[src/rtl/axi_read_pkg.sv]
// Shared types and defaults for the burst-framing read initiator and target.
// Holds the channel FSM state encoding and the default length width.
package axi_read_pkg;

  localparam int LEN_W_DEFAULT = 8;

  typedef enum logic [1:0] {
    IDLE,
    ADDR,
    DATA,
    RESP
  } state_e;

  typedef logic [LEN_W_DEFAULT:0] beat_t;

endpackage

[src/rtl/axi_beat_counter.sv]
// Saturating beat counter with clear/increment and position flags relative to a
// burst length (beats-minus-one encoding); shared by both ends of the read channel.
module axi_beat_counter
  import axi_read_pkg::*;
#(
  parameter int W = LEN_W_DEFAULT
) (
  input  logic         clk,
  input  logic         rst_n,
  input  logic         clr_i,
  input  logic         inc_i,
  input  logic [W-1:0] len_i,
  output logic [W:0]   count_o,
  output logic         at_last_o,
  output logic         past_last_o
);

  logic [W:0] count_q;

  always_ff @(posedge clk) begin
    if (!rst_n) begin
      count_q <= '0;
    end else if (clr_i) begin
      count_q <= '0;
    end else if (inc_i && (count_q != '1)) begin
      count_q <= count_q + (W+1)'(1);
    end
  end

  // The count before an increment is the index of the beat being accepted.
  assign count_o     = count_q;
  assign at_last_o   = (count_q == {1'b0, len_i});
  assign past_last_o = (count_q >  {1'b0, len_i});

endmodule

[src/rtl/axi_read_initiator.sv]
// Issues one read burst per accepted command, drains its beats and reports framing errors.
// Define AXI_READ_INITIATOR_TIMEOUT_EN to build the stall watchdog behind err_timeout.
module axi_read_initiator
  import axi_read_pkg::*;
#(
  parameter int LEN_W          = LEN_W_DEFAULT,
  parameter int TIMEOUT_CYCLES = 64
) (
  input  logic             clk,
  input  logic             rst_n,
  input  logic             cmd_valid,
  output logic             cmd_ready,
  input  logic [LEN_W-1:0] cmd_len,
  input  logic             stall,
  output logic             arvalid,
  output logic [LEN_W-1:0] arlen,
  input  logic             arready,
  input  logic             rvalid,
  input  logic             rlast,
  output logic             rready,
  output logic             done,
  output logic [LEN_W:0]   beats,
  output logic             err_early,
  output logic             err_late,
  output logic             err_timeout
);

  if (TIMEOUT_CYCLES < 1) begin : g_cfg_check
    $error("TIMEOUT_CYCLES must be at least 1");
  end

  state_e           state_q;
  logic             cmd_ready_q;
  logic             arvalid_q;
  logic [LEN_W-1:0] len_q;
  logic             done_q;
  logic             err_early_q;
  logic             err_late_q;
  logic             accept;
  logic             beat_acc;
  logic             at_last;
  logic             past_last;
  logic             timeout_fire;

  assign accept   = cmd_valid && cmd_ready_q;
  // NOTE: rready is the only output with a combinational input path, so a
  // sink stall takes effect in the same cycle rather than one beat late.
  assign rready   = (state_q == DATA) && !stall;
  assign beat_acc = rvalid && rready;

  axi_beat_counter #(.W(LEN_W)) u_beat_counter (
    .clk         (clk),
    .rst_n       (rst_n),
    .clr_i       (accept),
    .inc_i       (beat_acc),
    .len_i       (len_q),
    .count_o     (beats),
    .at_last_o   (at_last),
    .past_last_o (past_last)
  );

`ifdef AXI_READ_INITIATOR_TIMEOUT_EN
  localparam int WD_W = $clog2(TIMEOUT_CYCLES + 1);

  logic [WD_W-1:0] wd_q;
  logic            err_timeout_q;
  logic            in_phase;
  logic            handshake;

  assign in_phase     = (state_q == ADDR) || (state_q == DATA);
  assign handshake    = (arvalid_q && arready) || beat_acc;
  assign timeout_fire = in_phase && !handshake && (wd_q == WD_W'(TIMEOUT_CYCLES - 1));
  assign err_timeout  = err_timeout_q;

  // Counts consecutive handshake-free cycles while a burst is outstanding.
  always_ff @(posedge clk) begin
    if (!rst_n) begin
      wd_q          <= '0;
      err_timeout_q <= 1'b0;
    end else begin
      if (!in_phase || handshake) wd_q <= '0;
      else                        wd_q <= wd_q + WD_W'(1);
      if (accept)            err_timeout_q <= 1'b0;
      else if (timeout_fire) err_timeout_q <= 1'b1;
    end
  end
`else
  assign timeout_fire = 1'b0;
  assign err_timeout  = 1'b0;
`endif

  // NOTE: sequential state uses non-blocking assignments only, so every
  // register samples pre-edge values regardless of statement order.
  always_ff @(posedge clk) begin
    if (!rst_n) begin
      state_q     <= IDLE;
      cmd_ready_q <= 1'b0;
      arvalid_q   <= 1'b0;
      len_q       <= '0;
      done_q      <= 1'b0;
      err_early_q <= 1'b0;
      err_late_q  <= 1'b0;
    end else begin
      done_q <= 1'b0;
      unique case (state_q)
        IDLE: begin
          cmd_ready_q <= 1'b1;
          if (accept) begin
            cmd_ready_q <= 1'b0;
            len_q       <= cmd_len;
            arvalid_q   <= 1'b1;
            err_early_q <= 1'b0;
            err_late_q  <= 1'b0;
            state_q     <= ADDR;
          end
        end
        ADDR: begin
          if (timeout_fire) begin
            arvalid_q <= 1'b0;
            done_q    <= 1'b1;
            state_q   <= RESP;
          end else if (arready) begin
            arvalid_q <= 1'b0;
            state_q   <= DATA;
          end
        end
        DATA: begin
          if (timeout_fire) begin
            done_q  <= 1'b1;
            state_q <= RESP;
          end else if (beat_acc) begin
            if (rlast) begin
              if (!at_last && !past_last) err_early_q <= 1'b1;
              done_q  <= 1'b1;
              state_q <= RESP;
            end else if (at_last) begin
              err_late_q <= 1'b1;
            end
          end
        end
        RESP: begin
          cmd_ready_q <= 1'b1;
          state_q     <= IDLE;
        end
        default: state_q <= IDLE;
      endcase
    end
  end

  assign cmd_ready = cmd_ready_q;
  assign arvalid   = arvalid_q;
  assign arlen     = len_q;
  assign done      = done_q;
  assign err_early = err_early_q;
  assign err_late  = err_late_q;

endmodule
[config.mk]
export PLATFORM = sky130hd
export DESIGN_NAME = axi_read_initiator
export DESIGN_NICKNAME = d
export VERILOG_FILES = /design/src/rtl/axi_read_pkg.sv /design/src/rtl/axi_beat_counter.sv /design/src/rtl/axi_read_initiator.sv
export SDC_FILE = /design/constraint.sdc
export NUM_CORES = 1
export LEC_CHECK = 0
export BUFFER_PORTS_ARGS = -buffer_cell sky130_fd_sc_hd__clkbuf_2
export CORE_ASPECT_RATIO = 1.1
export CORE_MARGIN = 4
export CORE_UTILIZATION = 45
export CTS_CLUSTER_DIAMETER = 150
export DETAILED_ROUTE_END_ITERATION = 10
export GPL_ROUTABILITY_DRIVEN = 0
export PLACE_DENSITY = 0.74
export SETUP_SLACK_MARGIN = 0.02
export SYNTH_ARGS = -nofsm -noshare
export SYNTH_HDL_FRONTEND = slang
export SYNTH_SLANG_ARGS = --single-unit
[constraint.sdc]
create_clock -name clk -period 1.85 [get_ports clk]
set_input_delay 0 -clock clk [delete_from_list [all_inputs] [get_ports clk]]
set_output_delay 0 -clock clk [all_outputs]
set_load 0.02 [all_outputs]
# [Word-level counts from Yosys, hierarchy flattened]
# Index checks and enable logic that the tools add are counted.
[word_totals] out_inout_bits=24 in_bits=15 regBits=24 wordCells=62
[classes] mux=20 add_sub_neg=1 n_lt_le_gt_ge=1 n_eq_ne=12 n_reduce_logical=19 n_bitwise=1
[op_table] cell="$mux W1" count=11
[op_table] cell="$ne A2 B2 Y1 const B" count=5
[op_table] cell="$reduce_and A5 Y1" count=2
[op_table] cell="$add A9 B1 Y9 const B" count=1
[op_table] cell="$eq A9 B8 Y1" count=1
[op_table] cell="$gt A9 B8 Y1" count=1
[op_table] cell="$ne A9 B9 Y1 const B" count=1
[op_table] cell="$mux W2" count=4
[op_table] cell="$pmux W1 S2" count=4
[op_table] cell="$pmux W2 S4" count=1
[op_table] cell="$reduce_and A3 Y1" count=2
[op_table] cell="$reduce_bool A2 Y1" count=3
[op_table] cell="$logic_and A1 B1 Y1" count=5
[op_table] cell="$eq A2 B2 Y1 const B" count=2
[op_table] cell="$ne A2 B1 Y1 const B" count=2
[op_table] cell="$reduce_and A4 Y1" count=1
[op_table] cell="$logic_not A1 Y1" count=3
[op_table] cell="$eq A2 B1 Y1 const B" count=1
[op_table] cell="$logic_not A2 Y1" count=1
[op_table] cell="$reduce_and A2 Y1" count=1
[op_table] cell="$reduce_or A2 Y1" count=1
[op_table] cell="$not A1 Y1" count=1

# [Logic depth before layout (Yosys ltp)]
[logic_depth] word_depth=7 mapped_depth=9 depth_no_buf=8

# [Modules after synthesis]
# Synthesis repeated with hierarchy kept, for this count alone.
[unflattened] cells_unflattened=155 area_unflattened_um2=1313.8
[modules_own_cells] mod="axi_read_initiator" n_inst=1 area_per_inst_um2=700.7 cells_per_inst=82 seq_area_each_um2=300.3
[modules_own_cells] mod="axi_beat_counter" n_inst=1 area_per_inst_um2=613.1 cells_per_inst=73 seq_area_each_um2=180.2

# [Least setup slack after synthesis]
# No wires, ideal clock.
[synth_path] kind="register to register" from="register u_beat_counter.count_q[0] (netlist: u_beat_counter.count_o[0])" to="register u_beat_counter.count_q[4] (netlist: u_beat_counter.count_o[4])" synth_period_minus_slack_ns=1.988 required_time_ns=1.727 slack_ns=-0.138 arrival_ns=1.865 setup_time_ns=0.123 stages_incl_launch_ff=10 n_path_buf=1 path_cell_list="dfxtp_1 ha_1 and3_1 and3_1 ha_1 and4bb_2 buf_4 nand4_1 xor2_1 nor2_1"
[synth_via] elab_chain_len=2 elab_cells_between_ends=3 classes_between="1 x add/sub; 1 x eq/ne; 1 x reduce/logical"
[synth_rtl] item="start: declaration" line="axi_beat_counter.sv:18" rtl="logic [W:0] count_q;"
[synth_rtl] item="start signal: assignment" line="axi_beat_counter.sv:26" rtl="count_q <= count_q + (W+1)'(1);"
[synth_rtl] item="parallel branches: the longest is 2 deep, another holds $add A9 B1 Y9"
# Parallel ways; which one is timed is not known.
# A chain may end at the register's enable or synchronous reset.

# [Final worst setup path]
[layout_path] from="register u_beat_counter.count_q[0] (netlist: u_beat_counter.count_o[0])" to="register u_beat_counter.count_q[7] (netlist: u_beat_counter.count_o[7])"
# Same word-level chain as after synthesis.

==> flow_summary.json <==
{
  "maxCapViolations": 0,
  "grt_pass1_vias": 1278,
  "ys.flop_type": "dfxtp_1",
  "io_buffer_count": 37,
  "cts_buffer_depth": 2,
  "start_kind": "register",
  "fp.dieW_um": 59.5,
  "min_period_ns": 1.76,
  "vias_per_cell": 5.13,
  "fp.dieH_um": 64.6,
  "use_met3_pct": 2.39,
  "clock.fmax_mhz": 569,
  "crit_fanout": 5,
  "dpl.hpwl_um": 2420,
  "tns_ns": 0,
  "grt.overflow.total": 0,
  "seq_area_frac_synth_pct": 36.6,
  "path_clk_slew_ns": 0.14,
  "pre_cts_ws_ns": -0.0580,
  "start_util_pct": 47.2,
  "worst_path_max_delay_cell": "dfxtp_4",
  "fin_crit_sh_pct": 95.0,
  "ys_top_cells_by_count": "24 x dfxtp_1, 23 x nand2_1, 14 x ha_1, 14 x inv_1, 9 x nor2_1",
  "initialDrtViolationCount": 68,
  "crit_required_ns": 2.07,
  "yosys.cell_count.top_type": "dfxtp_1",
  "maxSlewViolCount": 0,
  "grt_first_pass_wirelength_um": 5750,
  "gr-usage-all-layers_pct": 19.1,
  "leakagePower_nw": 0.812,
  "core_area_sq_um": 2780,
  "clk_latency_ns": 0.32,
  "final-seq-area_sq_um": 488,
  "vias": 1232,
  "powerDensity_nw_per_um2": 837,
  "ioPinCount": 39,
  "vdd_drop_max_mv": 0.610,
  "hp-class": "input pin to register",
  "detail-route-antenna-nets": 0,
  "cts_tree": "built",
  "async_flop_share_pct": 0,
  "final_net_count": 237,
  "drt_wl_total_um": 3210,
  "slew-limit-headroom_pct": 66.7,
  "root_buffer": "clkbuf_4",
  "wire_per_inst_um": 13.4,
  "fin_skew_ns": 0.0101,
  "synthTopCellsByArea": "dfxtp_1 37%, ha_1 13%, nand2_1 6.6%, a21boi_0 4.6%, inv_1 4.0%",
  "dr.pass1.iters": 4,
  "synthCells": 153,
  "grt_max_degree": 20,
  "worst_ep_arrival_time_ns": 1.98,
  "drc": 0,
  "status": "finished, final reports clean",
  "cts_max_level": 1,
  "cp_cell_sequence": "ha_4 > and3_4 > and3_4 > ha_4 > and4bb_4 > nand4_1 > xor2_1 > nor2_1",
  "tightest_slew_ns": 0.500,
  "setup_viol": 0,
  "area_delta_synth_final_pct": 34.4,
  "fillers": 245,
  "ys_types": 36,
  "layout-drive-gt1-share_pct": 28.5,
  "clock-sinks": 24,
  "n_antenna_cell": 0,
  "antenna_found_initial": 0,
  "grtUsageMet1_pct": 22.9,
  "placementRows": 20,
  "synth_area_per_cell_sq_um": 8.57,
  "synth_area_sq_um": 1310,
  "total_power_mw": 1.47,
  "busiest_layer": "met2",
  "cts_made_buffers": 3,
  "worstSetupPathType": "register to register",
  "grt_setup_unrepaired": "true",
  "dieArea_sq_um": 3840,
  "cpPeakStageDelay_ns": 0.37,
  "yosysTopAreaCell": "dfxtp_1",
  "syn_nets": 182,
  "multi_input_area_sq_um": 801,
  "synth_top_area_share_pct": 36.6,
  "grt_use_met2_pct": 34.4,
  "dp_cells": 225,
  "synth_warnings": 0,
  "finalWorstSetupSlack_ns": 0.0927,
  "synth_seq_cells": 24,
  "synth_edf_count": 0,
  "hold_viol_final": 0,
  "end_kind": "register",
  "finalNonFillerCells": 240
}
-- placed cells by master, fill, tap and decap left out, drive strengths merged, types with 2 or more instances in the layout --
| cell type | instances |
|---|---|
| buf | 9 |
| o211ai | 2 |
| inv | 14 |
| dfxtp | 24 |
| mux2i | 2 |
| nor2 | 9 |
| nand2 | 24 |
| ha | 14 |
| xor2 | 6 |
| nand3 | 2 |
| nor2b | 3 |
| and4bb | 3 |
| a21oi | 5 |
| dlygate4sd3 | 9 |
| clkbuf | 41 |
| nand4 | 5 |
| and3b | 2 |
| and3 | 7 |
| o21ai | 6 |
| a21boi | 8 |
-- where the power goes --
| group | total [mW] | internal, mW | switching (mW) |
|---|---|---|---|
| sequential | 0.644 | 0.579 | 0.0648 |
| clock | 0.281 | 0.120 | 0.161 |
| combinational | 0.549 | 0.218 | 0.331 |
-- final timing paths --
check	slack [ns]	end	depth (start not counted)	from
max	0.09	u_beat_counter.count_o[7]	8	u_beat_counter.count_o[0]
min	0.03	arvalid	4	arready
max reg2reg	0.09	u_beat_counter.count_o[7]	8	u_beat_counter.count_o[0]
min reg2reg	0.50	arlen[3]	2	arlen[3]
-- flip-flops by register name, indices dropped and copies added (netlist names) --
register / count
arlen: 8
arvalid: 1
cmd_ready: 1
done: 1
err_early: 1
err_late: 1
state_q: 2
u_beat_counter.count_o: 9
-- cell families (layout without fill, tap and decap cells) --
| kind of cell | after synthesis | after routing | synth area share, % |
|---|---|---|---|
| flip-flops | 24 | 24 | 36.6 |
| XOR/XNOR | 7 | 7 | 4.68 |
| buffers and inverters | 20 | 73 | 6.49 |
| multiplexers | 2 | 2 | 1.53 |
| adder cells (fa/ha/maj) | 14 | 14 | 13.4 |
| AND/OR/NAND/NOR | 56 | 57 | 21.9 |
| AO/OA/AOI/OAI | 29 | 29 | 15.1 |
| other | 1 | 1 | 0.286 |
-- cell type report --
type	instances	area share (%)
Multi-Input combinational cell	110	45.5
Sequential cell	24	27.7
Timing Repair Buffer	55	19.5
Inverter	14	2.98
Tap cell	33	2.34
Clock buffer	4	2.06
-- metrics by stage --
stage          cell area, sq um  utilization (%)  hold WS, ns
6_report                   1760             63.4       0.0323
5_1_grt                    1760             63.4       0.0668
4_1_cts                    1740             62.7       0.0360
3_5_place_dp               1590             57.1        0.246
3_3_place_gp               1590             57.1        0.235
2_1_floorplan              1340                -       0.0781
-- repair_timing --
action / in CTS / in global routing
cloned: 1 / 0
endpoints found under the hold margin: 9 / 0
gates resized for setup: 3 / 3
endpoints found under the setup margin: 8 / 8
hold buffers: 9 / 0
buffers inserted: 1 / 0
pin swaps: 4 / 4
-- per-layer routing --
layer	vias up	share of wire, %
met3	5	3.2
met4	0	1.4
met1	570	44
li1	637	-
met2	20	52
met5	-	0
-- worst max-delay path: cells and delay by family, from the launching register on --
kind	cells	cell delay, ns
xor gates and xnor gates	1	0.17
adders and majority gates	2	0.30
DFF	1	0.37
and+or+nand+nor	5	0.82
No activity file was read; power rests on OpenSTA's default activity.
